File: src/rtl/fft_input_reorder_pkg.sv
// fft_input_reorder_pkg: default sizes, complex sample type and bit-reversal helper
// shared by the fft_input_reorder block.
package fft_pkg;
  localparam int DEF_DATA_WIDTH = 4;
  localparam int DEF_N_POINTS = 4;
  localparam int LOG2N = $clog2(DEF_N_POINTS);
  typedef struct packed {
    logic [DEF_DATA_WIDTH-1:0] re;
    logic [DEF_DATA_WIDTH-1:0] im;
  } cplx_t;
  function automatic logic [15:0] bitrev(input logic [15:0] idx, input int log2n);
    logic [15:0] r;
    r = '0;
    for (int i = 0; i < 16; i++)
      if (i < log2n) r[i] = idx[log2n-1-i];
    return r;
  endfunction
endpackage

File: src/rtl/fft_input_reorder_bank.sv
// fft_reorder_bank: N-entry sample store with one write port and two combinational
// read ports; contents are deliberately not reset.
module fft_reorder_bank
  import fft_pkg::*;
#(
  parameter int W = 8,
  parameter int N = 4,
  localparam int AW = $clog2(N)
) (
  input  logic          clk,
  input  logic          i_we,
  input  logic [AW-1:0] i_waddr,
  input  logic [W-1:0]  i_wdata,
  input  logic [AW-1:0] i_raddr_a,
  input  logic [AW-1:0] i_raddr_b,
  output logic [W-1:0]  o_rdata_a,
  output logic [W-1:0]  o_rdata_b
);
  logic [W-1:0] r_mem [N];
  always_ff @(posedge clk)
    if (i_we) r_mem[i_waddr] <= i_wdata;
  assign o_rdata_a = r_mem[i_raddr_a];
  assign o_rdata_b = r_mem[i_raddr_b];
endmodule

File: src/rtl/fft_input_reorder.sv
// fft_input_reorder: buffers a frame of complex samples and emits butterfly operand pairs
// in bit-reversed order. Define FFT_REORDER_PINGPONG_EN for two overlapping banks.
module fft_input_reorder
  import fft_pkg::*;
#(
  parameter int DATA_WIDTH = DEF_DATA_WIDTH,
  parameter int N_POINTS = DEF_N_POINTS,
  localparam int LG = $clog2(N_POINTS),
  localparam int PW = LG - 1
) (
  input  logic                  CLK,
  input  logic                  reset,
  input  logic                  in_valid,
  output logic                  in_ready,
  input  logic [DATA_WIDTH-1:0] in_real,
  input  logic [DATA_WIDTH-1:0] in_imag,
  output logic                  out_valid,
  input  logic                  out_ready,
  output logic [DATA_WIDTH-1:0] real_in_0,
  output logic [DATA_WIDTH-1:0] imag_in_0,
  output logic [DATA_WIDTH-1:0] real_in_1,
  output logic [DATA_WIDTH-1:0] imag_in_1,
  output logic [PW-1:0]         pair_idx,
  output logic                  out_last
);
  typedef struct packed {
    logic [DATA_WIDTH-1:0] re;
    logic [DATA_WIDTH-1:0] im;
  } sample_t;
`ifdef FFT_REORDER_PINGPONG_EN
  localparam logic PP = 1'b1;
`else
  localparam logic PP = 1'b0;
`endif
  logic [LG-1:0] r_wr_cnt;
  logic [PW-1:0] r_rd_cnt;
  logic [1:0]    r_full;
  logic          r_wr_bank, r_rd_bank;
  logic          w_wr, w_rd, w_wr_last, w_rd_last;
  logic [1:0]    w_set, w_clr;
  logic [LG-1:0] w_addr_a, w_addr_b;
  sample_t       w_a [2];
  sample_t       w_b [2];
  sample_t       w_sa, w_sb;
  assign in_ready  = !r_full[r_wr_bank];
  assign out_valid = r_full[r_rd_bank];
  assign w_wr      = in_valid && in_ready;
  assign w_rd      = out_valid && out_ready;
  assign w_wr_last = r_wr_cnt == LG'(N_POINTS - 1);
  assign w_rd_last = r_rd_cnt == PW'(N_POINTS / 2 - 1);
  assign w_set     = {2{w_wr && w_wr_last}} & (r_wr_bank ? 2'b10 : 2'b01);
  assign w_clr     = {2{w_rd && w_rd_last}} & (r_rd_bank ? 2'b10 : 2'b01);
  // bitrev(2p) always has a clear MSB, so the partner index is just that bit set
  assign w_addr_a  = LG'(bitrev(16'({r_rd_cnt, 1'b0}), LG));
  assign w_addr_b  = {1'b1, w_addr_a[LG-2:0]};
`ifdef FFT_REORDER_PINGPONG_EN
  fft_reorder_bank #(.W(2*DATA_WIDTH), .N(N_POINTS)) u_bank0 (
    .clk(CLK), .i_we(w_wr && !r_wr_bank), .i_waddr(r_wr_cnt), .i_wdata({in_real, in_imag}),
    .i_raddr_a(w_addr_a), .i_raddr_b(w_addr_b), .o_rdata_a(w_a[0]), .o_rdata_b(w_b[0])
  );
  fft_reorder_bank #(.W(2*DATA_WIDTH), .N(N_POINTS)) u_bank1 (
    .clk(CLK), .i_we(w_wr && r_wr_bank), .i_waddr(r_wr_cnt), .i_wdata({in_real, in_imag}),
    .i_raddr_a(w_addr_a), .i_raddr_b(w_addr_b), .o_rdata_a(w_a[1]), .o_rdata_b(w_b[1])
  );
`else
  fft_reorder_bank #(.W(2*DATA_WIDTH), .N(N_POINTS)) u_bank0 (
    .clk(CLK), .i_we(w_wr), .i_waddr(r_wr_cnt), .i_wdata({in_real, in_imag}),
    .i_raddr_a(w_addr_a), .i_raddr_b(w_addr_b), .o_rdata_a(w_a[0]), .o_rdata_b(w_b[0])
  );
  assign w_a[1] = w_a[0];
  assign w_b[1] = w_b[0];
`endif
  assign w_sa      = w_a[r_rd_bank];
  assign w_sb      = w_b[r_rd_bank];
  assign real_in_0 = out_valid ? w_sa.re : '0;
  assign imag_in_0 = out_valid ? w_sa.im : '0;
  assign real_in_1 = out_valid ? w_sb.re : '0;
  assign imag_in_1 = out_valid ? w_sb.im : '0;
  assign pair_idx  = out_valid ? r_rd_cnt : '0;
  assign out_last  = out_valid && w_rd_last;
  always_ff @(posedge CLK or posedge reset)
    if (reset) begin
      r_wr_cnt  <= '0;
      r_rd_cnt  <= '0;
      r_full    <= '0;
      r_wr_bank <= 1'b0;
      r_rd_bank <= 1'b0;
    end else begin
      if (w_wr) r_wr_cnt <= r_wr_cnt + LG'(1);
      if (w_rd) r_rd_cnt <= r_rd_cnt + PW'(1);
      if (w_wr && w_wr_last) r_wr_bank <= r_wr_bank ^ PP;
      if (w_rd && w_rd_last) r_rd_bank <= r_rd_bank ^ PP;
      r_full <= (r_full | w_set) & ~w_clr;
    end
endmodule
File: config.mk
export PLATFORM = sky130hd
export DESIGN_NAME = fft_input_reorder
export DESIGN_NICKNAME = d
export VERILOG_FILES = /design/src/rtl/fft_input_reorder_pkg.sv /design/src/rtl/fft_input_reorder_bank.sv /design/src/rtl/fft_input_reorder.sv
export SDC_FILE = /design/constraint.sdc
export NUM_CORES = 1
export LEC_CHECK = 0
export ABC_AREA = 1
export ABC_CLOCK_PERIOD_IN_PS = 1520
export CORE_UTILIZATION = 45
export DETAILED_ROUTE_END_ITERATION = 7
export GPL_ROUTABILITY_DRIVEN = 0
export PLACE_DENSITY_LB_ADDON = 0.05
export SLEW_MARGIN = 25
export SYNTH_ARGS = -nofsm -noshare
export SYNTH_HDL_FRONTEND = slang
export SYNTH_HIERARCHICAL = 1
export SYNTH_SLANG_ARGS = --single-unit
File: constraint.sdc
create_clock -name CLK -period 1.52 [get_ports CLK]
set_clock_uncertainty 0.05 [all_clocks]
set_input_delay 0.304 -clock CLK [delete_from_list [all_inputs] [get_ports CLK]]
set_output_delay 0.304 -clock CLK [all_outputs]
set_load 0.02 [all_outputs]
Yosys cells after proc, flatten, opt, wreduce, memory -nomap -nowiden
Memories as Yosys holds them, arrays and structs flattened.
Cells that the tools add are included.
{"block": "word_totals", "n_memories": 1, "out_inout_bits": 20, "mem_bits_rw": 32, "word_cells": 23, "register_bits": 5}
{"block": "op_classes", "n_reduce_logical": 6, "eq_ne": 1, "n_addsub": 2, "n_bitwise": 3, "n_mux": 7}
{"name": "u_bank0.r_mem", "words": 4, "word_bits": 8, "read_ports": 2, "rd_clocked_by_memory_dff": 0, "write_ports": 1, "line": "fft_input_reorder_bank.sv:19", "source": "logic [W-1:0] r_mem [N];"}
{"operator": "4-bit 2-to-1 mux", "count": 4}
{"operator": "1-bit logical AND", "count": 5}
{"operator": "1-bit 2-to-1 mux", "count": 3}
{"operator": "2-bit by 1-bit adder with 2-bit output (second input constant)", "count": 1}
{"operator": "2-bit AND", "count": 1}
{"operator": "2-bit == test (second input constant)", "count": 1}
{"operator": "1-bit inverter with 2-bit output", "count": 1}
{"operator": "2-bit by 1-bit OR with 2-bit output", "count": 1}
{"operator": "1-bit adder (second input constant)", "count": 1}
{"operator": "1-bit logical NOT", "count": 1}

Depth between registers and ports, before layout
Gate-level depths: netlist of run 1.
{"block": "depth", "depth_word": 5, "depth_mapped": 8, "mapped_depth_nobuf": 6}

Modules after synthesis
The synthesis of run 1 kept the hierarchy.
{"module": "fft_reorder_bank", "n_inst": 1, "area_each_um2": 1677.9, "cells_each": 195}
{"module": "fft_input_reorder", "n_inst": 1, "area_each_um2": 356.6, "cells_each": 64}

Worst setup path before layout of run 1
No wires, ideal clock.
{"block": "synth_timing", "path_kind": "reg-to-reg", "start": "register r_full[0]", "end": "memory u_bank0.r_mem[0][0] (enable)", "stages_incl_launch_ff": 6, "synth_period_minus_slack_ns": 1.882, "t_arrival_ns": 1.448, "setup_ns": 0.383, "setup_slack_ns": -0.362, "path_cell_list": "dfrtp_1 > inv_2 > nand2_1 > inv_1 > inv_1 > nor3_1"}
{"block": "synth_between", "elab_chain_cells": 4}
{"element": "start: declaration", "line": "fft_input_reorder.sv:37", "source": "logic [1:0] r_full;"}
{"element": "start signal: assignment", "line": "fft_input_reorder.sv:93", "source": "r_full <= (r_full | w_set) & ~w_clr;"}
{"element": "1-bit logical NOT", "line": "fft_input_reorder.sv:45", "source": "assign in_ready = !r_full[r_wr_bank];"}
{"element": "via in_ready", "line": "fft_input_reorder.sv:14", "source": "output logic in_ready,"}
{"element": "1-bit logical AND", "line": "fft_input_reorder.sv:47", "source": "assign w_wr = in_valid && in_ready;"}
{"element": "via w_wr", "line": "fft_input_reorder.sv:39", "source": "logic w_wr, w_rd, w_wr_last, w_rd_last;"}
{"element": "1-bit 2-to-1 mux", "line": "fft_input_reorder_bank.sv:21", "source": "if (i_we) r_mem[i_waddr] <= i_wdata;"}
{"element": "1-bit 2-to-1 mux (implied by the code)", "line": "fft_input_reorder_bank.sv:21"}
{"element": "end: declaration", "line": "fft_input_reorder_bank.sv:19"}
The timed path passes the listed nets, and every way through them passes these cells.

==> results.txt, run 1 <==
----------------------------------------------------
[Outcome]
  Outcome ... finished, violations left
  Violations in the final reports ... setup timing

[Worst setup path]
  Buffers plus inverters on the worst setup path ... 3
  Worst reg2reg path depth ... 7
  Worst setup path startpoint ... r_rd_cnt
  Critical-path cell with the highest stage delay ... dfrtp_2
  Category of the worst setup path capture point ... primary output
  Data arrival time of the worst path ... 1.42 ns
  Most frequent CP cell ... nand2_1
  Worst Path Required ... 1.17 ns
  Sequence of cells on the critical path ... buf_12, nand2_1, nand3_1, nand2_1, nand2_1, inv_1, buf_6
  Critical-path maximum fanout ... 12
  CP Launch Type ... register
  R2r endpoint ... u_bank0/r_mem[3][5]
  Type of the setup path with the least slack ... reg -> out
  Delay of the slowest cell on the worst path ... 0.50 ns
  R2R Setup Slk ... -0.01 ns
  Family of cells with the greatest summed delay on the critical path ... flip-flops
  Worst reg2reg startpoint ... r_full[0]

[Synthesis]
  Synth top area cells ... edfxtp_1, nand2_1, inv_1
  Number of synthesized register bits ... 36
  Sequential area share after synthesis ... 52.2%
  Synthesis warning total ... 6
  Per-instance average area after synthesis ... 7.86 sq um
  Cell type contributing the most total cell area after synthesis ... edfxtp_1
  Syn_nets ... 272
  Netlist Area Pre-Place ... 2030 sq um
  Number of instances in the synthesized netlist ... 259
  Yosys top cell area share ... 47.2%
  Number of distinct library cells after synthesis ... 15

[Power]
  Sum of internal, switching and leakage power ... 4880 uW
  Total power density per cell area ... 1730 nW/um^2
  Worst voltage drop across the vdd grid ... 0.887 mV
  Cell leakage power ... 0.00149 uW

[Final layout]
  Most frequent cells in the layout ... nand2_1, inv_1, buf_4
  Layout cell share with drive strength beyond 1 ... 28.0%
  Finished Cell Area ... 2830 sq um
  NumNets Final ... 334
  Most common cell after layout, fill and taps aside ... nand2_1
  Area added between synthesis and finish ... 38.9%
  Number of diodes added for antenna fixing ... 0
  Finished Core Util ... 64.9%
  Fillers ... 378

[Clocking]
  Number of H-tree levels ... 2
  Clock root buffer ... clkbuf_8
  CTS tree ... yes
  Largest buffer count on any clock path ... 2
  Clock latency of the later-clocked register in the worst-skew pair ... 0.29 ns
  CTS buffer count ... 5
  Number of clock sinks seen by CTS ... 36
  Clock input transition at the sequential cells of the worst setup and hold paths ... 0.08 ns

[STA]
  Number of pins exceeding their max-slew limit in the final report ... 0
  Final count of negative-setup-slack endpoints ... 24
  Fin Setup TNS ... -3.73 ns
  Count of final hold-check violations ... 0
  Peak Freq ... 565 MHz
  Unrepaired setup endpoints after global routing ... true
  Post-route clock period utilization ... 116%
  Post-route worst setup slack ... -0.250 ns
  Final period demand of the worst path ... 1.77 ns

[Global routing]
  GRT Overall Usage ... 21.9%
  Vias in the first global route ... 1794
  Antenna violations before repair ... 0
  Maximum number of pins on one net before global-route repair ... 16
  Global-route wire length before repair ... 8040 um
  Total gr overflow ... 0

[Die]
  Site row count ... 24
  Total die area ... 4790 sq um
  Die extent in x ... 69.2 um
  Initial standard-cell utilization of the core ... 46.7%
  Std-Cell Core Area ... 4350 sq um
  Num ports ... 32
  Height of the chip ... 69.2 um

[Place]
  Worst setup timing slack at the placement stage ... -0.446 ns
  Instance area at placement ... 2620 sq um
  IO buf count ... 31
  Detailed Place HPWL ... 3230 um

[Route]
  Vias ... 1808
  1st-iter DRT viols ... 99
  Detailed-routing iteration count for the pre-antenna-repair pass ... 4
  Final routed wirelength across all metal layers ... 4820 um
  Via count normalized by instance count ... 4.83
  Remaining routing DRC violations ... 0
  Number of nets still failing antenna checks after routing ... 0
  Wire length per cell after detailed routing ... 12.9 um

[Flow run]
  Max_cap viols ... 0

[Min path]
  Hold Path Class ... in -> async

----------------------------------------------------
-- cells by family after synthesis --
| kind of cell | Yosys count | synth area share, % |
|---|---|---|
| flops | 36 | 52.2 |
| fa+ha+maj | 1 | 0.615 |
| other cells | 2 | 0.369 |
| buf+inv | 72 | 16.6 |
| simple gates | 148 | 30.3 |
-- cells in the mapped netlist --
cell,instances
nand2_2,3
nand3_1,35
conb_1,2
nand3b_1,1
buf_4,2
dfrtp_1,4
ha_1,1
edfxtp_1,32
inv_1,56
nor3_1,4
buf_6,7
nand2_1,105
buf_2,2
inv_4,2
inv_2,3
-- routing by layer --
layer  vias to the layer above  routed length, um  track usage [%]
met3                        10                205             4.07
met5                         -                  0                0
met1                       846               2040             27.5
li1                        907                  -                -
met4                         0                116             9.75
met2                        45               2460             36.7
-- registers in the layout, indices dropped and copies added, names as in the netlist --
name,flops
r_wr_cnt,2
r_full,1
u_bank0/r_mem,32
r_rd_cnt,1
-- layout make-up --
type	count	area (sq um)	area share, %
tap	52	65.1	2.30
timing repair buffer	66	652	23.1
inverter	61	246	8.72
clock buffer	5	68.8	2.44
sequential	36	1070	37.7
multi-input combinational	151	708	25.1
clock inverter	3	18.8	0.664
-- worst max-delay path by stage --
stage	depth (start not counted)	slack, ns	end
after floorplan	5	0.01	u_bank0/r_mem[3][0]
after global placement	7	-0.44	real_in_0[2]
after detailed placement	7	-0.45	imag_in_1[2]
after CTS	7	-0.24	imag_in_1[2]
after global routing	7	-0.34	real_in_1[1]
final	7	-0.25	imag_in_1[1]
-- metrics by stage --
step	cells	hold slack (ns)
final	374	0.157
after global routing	374	0.190
after CTS	372	0.158
after detailed placement	360	0.474
after global placement	360	0.478
after floorplan	259	0.0200
-- what timing repair did --
| action | CTS | global route |
|---|---|---|
| hold buffers | 0 | 0 |
| setup buffers | 3 | 2 |
| endpoints found under the setup margin | 52 | 51 |
| pin swaps | 2 | 3 |
| gates resized for setup | 109 | 24 |
| cloned | 1 | 0 |
-- where the power goes --
group	switching, uW	internal (uW)	total [uW]
logic	1500	1280	2780
clock network	350	319	669
registers	149	1280	1430
total	2000	2880	4880
Note: power is estimated with default switching activity, not from simulation.
==> inputs of run 2 (changes only) <==
SETUP_SLACK_MARGIN = 0.05   (was unset)
==> run 2 against run 1 <==
Compared with the run above:
- the flow still finishes with violations (setup timing)
- die area unchanged
- utilization is 1.4 points lower
- register-to-register slack about the same
- clock power fell by 6.9%
- wire length shrank 4.3%
- total power down 3.7%
- non-clock buffer count is 4 lower
- via count is 3.4% lower
- sequential share of layout area increased by 0.85 points
- sequential power hardly changed
- largest power group unchanged
==> results.txt, run 2 (synthesis results as in run 1) <==
----------------------------------------------------
[Outcome]
  Outcome ... finished, violations left
  Violations in the final reports ... setup timing

[Clocking]
  Clock input transition at the sequential cells of the worst setup and hold paths ... 0.07 ns (about the same)
  Clock latency of the later-clocked register in the worst-skew pair ... 0.28 ns (about the same)
  Number of H-tree levels ... 2 (unchanged)
  Largest buffer count on any clock path ... 2 (unchanged)
  Number of clock sinks seen by CTS ... 36 (unchanged)
  Clock root buffer ... clkbuf_8
  CTS buffer count ... 5 (unchanged)
  CTS tree ... yes

[STA]
  Peak Freq ... 572 MHz (+1.3%)
  Unrepaired setup endpoints after global routing ... true
  Final period demand of the worst path ... 1.75 ns (-0.0221 ns)
  Number of pins exceeding their max-slew limit in the final report ... 0 (unchanged)
  Final count of negative-setup-slack endpoints ... 18 (-25%)
  Count of final hold-check violations ... 0 (unchanged)
  Post-route clock period utilization ... 115% (-1.5 points)
  Post-route worst setup slack ... -0.228 ns (+0.0221 ns)
  Fin Setup TNS ... -3.14 ns (+0.593 ns)

[Route]
  Final routed wirelength across all metal layers ... 4610 um (-4.3%)
  Wire length per cell after detailed routing ... 12.5 um (-3.0%)
  Number of nets still failing antenna checks after routing ... 0 (unchanged)
  Remaining routing DRC violations ... 0 (unchanged)
  1st-iter DRT viols ... 70 (-29%)
  Detailed-routing iteration count for the pre-antenna-repair pass ... 4 (unchanged)
  Via count normalized by instance count ... 4.73 (-2.1%)
  Vias ... 1746 (-3.4%)

[Global routing]
  Global-route wire length before repair ... 7660 um (-4.7%)
  GRT Overall Usage ... 20.9% (-1.0 points)
  Most heavily used metal layer in global routing ... met2
  Maximum number of pins on one net before global-route repair ... 21 (+5)
  Met2 track demand over resource in global routing ... 35.2% (-1.5 points)
  Total gr overflow ... 0 (unchanged)
  Vias in the first global route ... 1671 (-6.9%)
  Antenna violations before repair ... 0 (unchanged)
  Global Route met1 Usage ... 25.0% (-2.4 points)
  Routing usage on met3 ... 4.94% (+0.87 points)

[Power]
  Int Power ... 2760 uW (-4.1%)
  Cell leakage power ... 0.00145 uW (-2.5%)
  Power share of the sequential group ... 30.4% (+1.1 points)
  Total power density per cell area ... 1700 nW/um^2 (-1.5%)
  Clock network fraction of design power ... 13.3% (-0.4 points)
  Worst voltage drop across the vdd grid ... 0.807 mV (-9.0%)
  Relative contribution of combinational cells to total power ... 56.3% (-0.6 points)
  Net Sw Frac ... 41.2% (+0.23 points)
  NetSw ... 1940 uW (-3.2%)

[Worst setup path]
  Sequence of cells on the critical path ... inv_4, nand2_1, nand3_1, nand2_1, nand2_1, inv_1, buf_4
  Critical-path cell with the highest stage delay ... dfrtp_2
  Worst reg2reg path depth ... 7 (unchanged)
  Worst Path Required ... 1.17 ns (about the same)
  Worst reg2reg startpoint ... r_full[0]
  Most frequent CP cell ... nand2_1
  R2R Setup Slk ... 0 ns (about the same)
  Data arrival time of the worst path ... 1.39 ns (-0.03 ns)
  Type of the setup path with the least slack ... reg -> out
  CP Launch Type ... register
  Delay of the slowest cell on the worst path ... 0.48 ns (-0.02 ns)
  R2r endpoint ... u_bank0/r_mem[0][0]
  Category of the worst setup path capture point ... primary output
  Critical-path maximum fanout ... 13 (+1)

[Final layout]
  Area added between synthesis and finish ... 35.8%
  Finished Core Util ... 63.4% (-1.4 points)
  Fillers ... 391 (+3.4%)
  Layout cell share with drive strength beyond 1 ... 25.9% (-2.1 points)
  Leading registers by flop count ... u_bank0/r_mem (32), r_wr_cnt (2)
  Number of diodes added for antenna fixing ... 0 (unchanged)
  Most common cell after layout, fill and taps aside ... nand2_1
  Top register by number of flip-flops ... u_bank0/r_mem
  Non-filler instance count after layout ... 369 (-1.3%)
  Largest register FFs ... 32 (unchanged)
  Most frequent cells in the layout ... nand2_1, inv_1, nand3_1, buf_4, edfxtp_1
  NumNets Final ... 330 (-1.2%)

[Die]
  Total die area ... 4790 sq um (unchanged)
  Initial standard-cell utilization of the core ... 46.7% (unchanged)
  Site row count ... 24 (unchanged)
  Height of the chip ... 69.2 um (unchanged)
  Num ports ... 32 (unchanged)
  Std-Cell Core Area ... 4350 sq um (unchanged)
  Die extent in x ... 69.2 um (unchanged)

[Min path]
  Hold Path Class ... in -> async

[Flow run]
  Max_cap viols ... 0 (unchanged)

[Place]
  Detailed Place HPWL ... 3110 um (-3.7%)
  Total instance count after detailed placement ... 357 (-0.83%)
  IO buf count ... 31 (unchanged)

----------------------------------------------------
## run 2: cell types whose count changed in the layout (fill, tap and decap cells not counted), sizes merged
cell / before / now
clkinv: 3 / 1
bufbuf: 1 / 0
clkbuf: 5 / 7
buf: 54 / 50
## run 2: repair_timing
item | 4_1_cts | 5_1_grt
endpoints found under the setup margin | 52 | 52
gates resized for setup | 110 | 15
setup buffers | 4 | 1
hold buffers | 0 | 0
pin swaps | 1 | 0
## run 2: how the worst max path moves through the flow
stage / start / end / slack [ns] / cells past startpoint
after floorplan: r_full[0] / u_bank0/r_mem[3][0] / 0.05 / 5
after global placement: r_rd_cnt / imag_in_1[1] / -0.46 / 7
after detailed placement: r_rd_cnt / imag_in_1[1] / -0.46 / 7
after CTS: r_rd_cnt / imag_in_1[1] / -0.24 / 7
after global routing: r_rd_cnt / imag_in_0[1] / -0.33 / 7
final: r_rd_cnt / imag_in_1[1] / -0.23 / 7
## run 2: power groups by stage
stage / combinational [uW] / sequential [uW] / clock [uW]
5_1_grt: 2890 / 1450 / 689
2_1_floorplan: 1570 / 1430 / 0
4_1_cts: 2540 / 1430 / 646
6_report: 2640 / 1430 / 623
3_5_place_dp: 2390 / 1500 / 0
3_3_place_gp: 2360 / 1490 / 0
## run 2: layer usage
metal / share of wire, % / wire length [um]
met2: 52 / 2390
met1: 42 / 1950
met4: 2.2 / 102
met3: 3.6 / 168
met5: 0 / 0
## run 2: final cells by class
cell class | instances | area [sq um] | area share [%]
sequential | 36 | 1070 | 38.6
multi-input combinational | 151 | 706 | 25.5
timing repair buffer | 62 | 602 | 21.8
inverter | 61 | 246 | 8.92
clock buffer | 6 | 72.6 | 2.63
tap | 52 | 65.1 | 2.36
clock inverter | 1 | 5.00 | 0.181
## run 2: metrics by stage
stage / cell area [sq um] / power, uW / setup WS, ns / hold WS [ns]
3_5_place_dp: 2620 / 3880 / -0.463 / 0.472
2_1_floorplan: 2090 / 2990 / 0.0513 / 0.0200
4_1_cts: 2720 / 4620 / -0.241 / 0.161
3_3_place_gp: 2620 / 3860 / -0.456 / 0.467
6_report: 2760 / 4700 / -0.228 / 0.213
5_1_grt: 2760 / 5030 / -0.325 / 0.196
## run 2: critical path: cells and delay by family, from the launching register on
kind | cells | cell delay, ns
flops | 1 | 0.48
buf+inv | 3 | 0.35
simple gates | 4 | 0.28
==> inputs of run 3 (changes only) <==
SKIP_LAST_GASP = 1   (was unset)
==> run 3 against run 2 <==
Compared with the run above:
- the run still ends with setup timing left
- total power down 2.6%
- non-clock buffer count unchanged
- sequential cell count unchanged
- largest cell class unchanged
- highest routed layer unchanged
==> results.txt, run 3 (synthesis results as in run 1) <==
----------------------------------------------------
[Outcome]
  Outcome ... finished, violations left
  Violations in the final reports ... setup timing

[Power]
  Clock network fraction of design power ... 13.6% (+0.3 points)
  Relative contribution of combinational cells to total power ... 55.1% (-1.2 points)
  Sum of internal, switching and leakage power ... 4570 uW (-2.6%)
  Power share of the sequential group ... 31.3% (+0.9 points)
  Net Sw Frac ... 41.6% (+0.34 points)
  Int Power ... 2670 uW (-3.2%)
  NetSw ... 1900 uW (-1.8%)
  Worst voltage drop across the vdd grid ... 0.802 mV (-0.59%)
  Cell leakage power ... 0.00144 uW (-0.76%)
  Total power density per cell area ... 1690 nW/um^2 (-0.69%)

[Worst setup path]
  Buffers plus inverters on the worst setup path ... 3 (unchanged)
  Worst reg2reg path depth ... 7 (unchanged)
  Data arrival time of the worst path ... 1.39 ns (about the same)
  Sequence of cells on the critical path ... buf_12, nand2_1, nand3_1, nand2_1, nand2_1, inv_1, buf_2
  R2r endpoint ... u_bank0/r_mem[0][0]
  Endpoint of the worst setup timing path ... imag_in_0[3]
  Worst reg2reg startpoint ... r_full[0]
  R2R Setup Slk ... 0 ns (unchanged)
  Worst Path Required ... 1.17 ns (about the same)
  Critical-path maximum fanout ... 20 (+7)
  Category of the worst setup path capture point ... primary output
  Most frequent CP cell ... nand2_1
  Family of cells with the greatest summed delay on the critical path ... flip-flops
  Worst setup path startpoint ... r_rd_cnt
  Type of the setup path with the least slack ... reg -> out
  CP Launch Type ... register
  Delay of the slowest cell on the worst path ... 0.48 ns (about the same)
  Critical-path cell with the highest stage delay ... dfrtp_2
  WP depth ... 7 (unchanged)

[Place]
  Detailed Place HPWL ... 3110 um (unchanged)
  IO buf count ... 31 (unchanged)
  Total instance count after detailed placement ... 357 (unchanged)

[STA]
  Number of pins exceeding their max-slew limit in the final report ... 0 (unchanged)
  Count of final hold-check violations ... 0 (unchanged)
  Unrepaired setup endpoints after global routing ... true
  Final period demand of the worst path ... 1.75 ns (+0.0000590 ns)
  Post-route clock period utilization ... 115% (about the same)
  Final count of negative-setup-slack endpoints ... 18 (unchanged)
  Peak Freq ... 572 MHz (about the same)
  Post-route worst setup slack ... -0.228 ns (-0.0000590 ns)
  Fin Setup TNS ... -3.52 ns (-0.382 ns)

[Final layout]
  Area of all sequential standard cells ... 1070 sq um (unchanged)
  Most common cell after layout, fill and taps aside ... nand2_1
  Multi-input gate area ... 688 sq um (-2.5%)
  Layout cell share with drive strength beyond 1 ... 23.3% (-2.5 points)
  Area added between synthesis and finish ... 33.1%
  Most frequent cells in the layout ... nand2_1, inv_1, buf_4
  Top register by number of flip-flops ... u_bank0/r_mem
  Largest register FFs ... 32 (unchanged)
  Finished Core Util ... 62.2% (-1.2 points)
  Fillers ... 398 (+1.8%)
  Non-filler instance count after layout ... 369 (unchanged)
  NumNets Final ... 330 (unchanged)
  Leading registers by flop count ... u_bank0/r_mem (32), r_wr_cnt (2)
  Number of diodes added for antenna fixing ... 0 (unchanged)

[Global routing]
  Maximum number of pins on one net before global-route repair ... 21 (unchanged)
  Antenna violations before repair ... 0 (unchanged)
  GRT Overall Usage ... 20.8% (-0.031 points)
  Total gr overflow ... 0 (unchanged)
  Vias in the first global route ... 1668 (-0.18%)
  Global-route wire length before repair ... 7650 um (-0.18%)

[Clocking]
  Largest buffer count on any clock path ... 2 (unchanged)
  Number of clock sinks seen by CTS ... 36 (unchanged)
  CTS tree ... yes
  Clock input transition at the sequential cells of the worst setup and hold paths ... 0.07 ns (about the same)
  Clock latency of the later-clocked register in the worst-skew pair ... 0.28 ns (about the same)
  Number of H-tree levels ... 2 (unchanged)
  Clock root buffer ... clkbuf_8
  CTS buffer count ... 5 (unchanged)

[Route]
  1st-iter DRT viols ... 69 (-1.4%)
  Detailed-routing iteration count for the pre-antenna-repair pass ... 4 (unchanged)
  Wire length per cell after detailed routing ... 12.5 um (about the same)
  Vias ... 1753 (+0.40%)
  Remaining routing DRC violations ... 0 (unchanged)
  Via count normalized by instance count ... 4.75 (+0.40%)
  Number of nets still failing antenna checks after routing ... 0 (unchanged)
  Final routed wirelength across all metal layers ... 4610 um (about the same)

[Die]
  Num ports ... 32 (unchanged)
  Std-Cell Core Area ... 4350 sq um (unchanged)
  Total die area ... 4790 sq um (unchanged)
  Height of the chip ... 69.2 um (unchanged)
  Site row count ... 24 (unchanged)
  Initial standard-cell utilization of the core ... 46.7% (unchanged)
  Die extent in x ... 69.2 um (unchanged)

[Flow run]
  Max_cap viols ... 0 (unchanged)

[Min path]
  Hold Path Class ... in -> async

----------------------------------------------------
## run 3: cell types whose count changed in the layout (fill, tap and decap cells not counted)
cell             previous run  this run
clkdlybuf4s15_2             0         2
buf_2                       0         4
nand3_1                    33        35
buf_4                      33        36
buf_6                      11         2
nand2_2                     6         3
nand2_1                   101       104
nand3_2                     2         0
inv_1                      51        54
inv_2                       5         2
## run 3: how the worst min path moves through the flow
stage / from / endpoint
6_report: reset / r_full[0]
5_1_grt: reset / r_full[0]
4_1_cts: reset / r_wr_cnt[0]
3_5_place_dp: reset / r_rd_cnt
3_3_place_gp: reset / r_rd_cnt
2_1_floorplan: reset / r_rd_cnt
## run 3: layout make-up
type | instances | area share, %
Sequential cell | 36 | 39.4
Multi-Input combinational cell | 151 | 25.4
Timing Repair Buffer | 62 | 20.9
Inverter | 61 | 9.10
Clock buffer | 6 | 2.68
Tap cell | 52 | 2.40
Clock inverter | 1 | 0.185
## run 3: power groups by stage
stage	registers (uW)	logic [uW]	clock network, uW
6_report	1430	2520	623
5_1_grt	1450	2760	689
4_1_cts	1430	2470	646
3_5_place_dp	1500	2390	0
3_3_place_gp	1490	2360	0
2_1_floorplan	1430	1570	0
## run 3: metal layers
layer | track usage [%] | vias to the layer above | routed length, um
li1 | - | 896 | -
met1 | 25.0 | 804 | 1960
met2 | 35.1 | 45 | 2370
met3 | 4.94 | 8 | 179
met4 | 9.98 | 0 | 98
met5 | 0 | - | 0
## run 3: metrics by stage
| step | instance area, sq um | worst slack, ns | hold slack, ns |
|---|---|---|---|
| after floorplan | 2090 | 0.0513 | 0.0200 |
| after global placement | 2620 | -0.456 | 0.467 |
| after detailed placement | 2620 | -0.463 | 0.472 |
| after CTS | 2690 | -0.241 | 0.161 |
| after global routing | 2710 | -0.330 | 0.196 |
| final | 2710 | -0.228 | 0.210 |
## run 3: repair_timing
item                       CTS  global route
hold buffers                 0             0
setup endpoints to repair   52            52
resized for setup           94             6
setup buffers                4             1
pin swaps                    1             0
gates cloned                 0             0
## run 3: worst reg2reg max path: stages, from the launching register on
cell	delay [ns]
dfrtp_4	0.51
buf_6	0.14
inv_6	0.05
nand2_4	0.05
inv_4	0.06
inv_6	0.05
nor3_4	0.16
buf_12	0.16
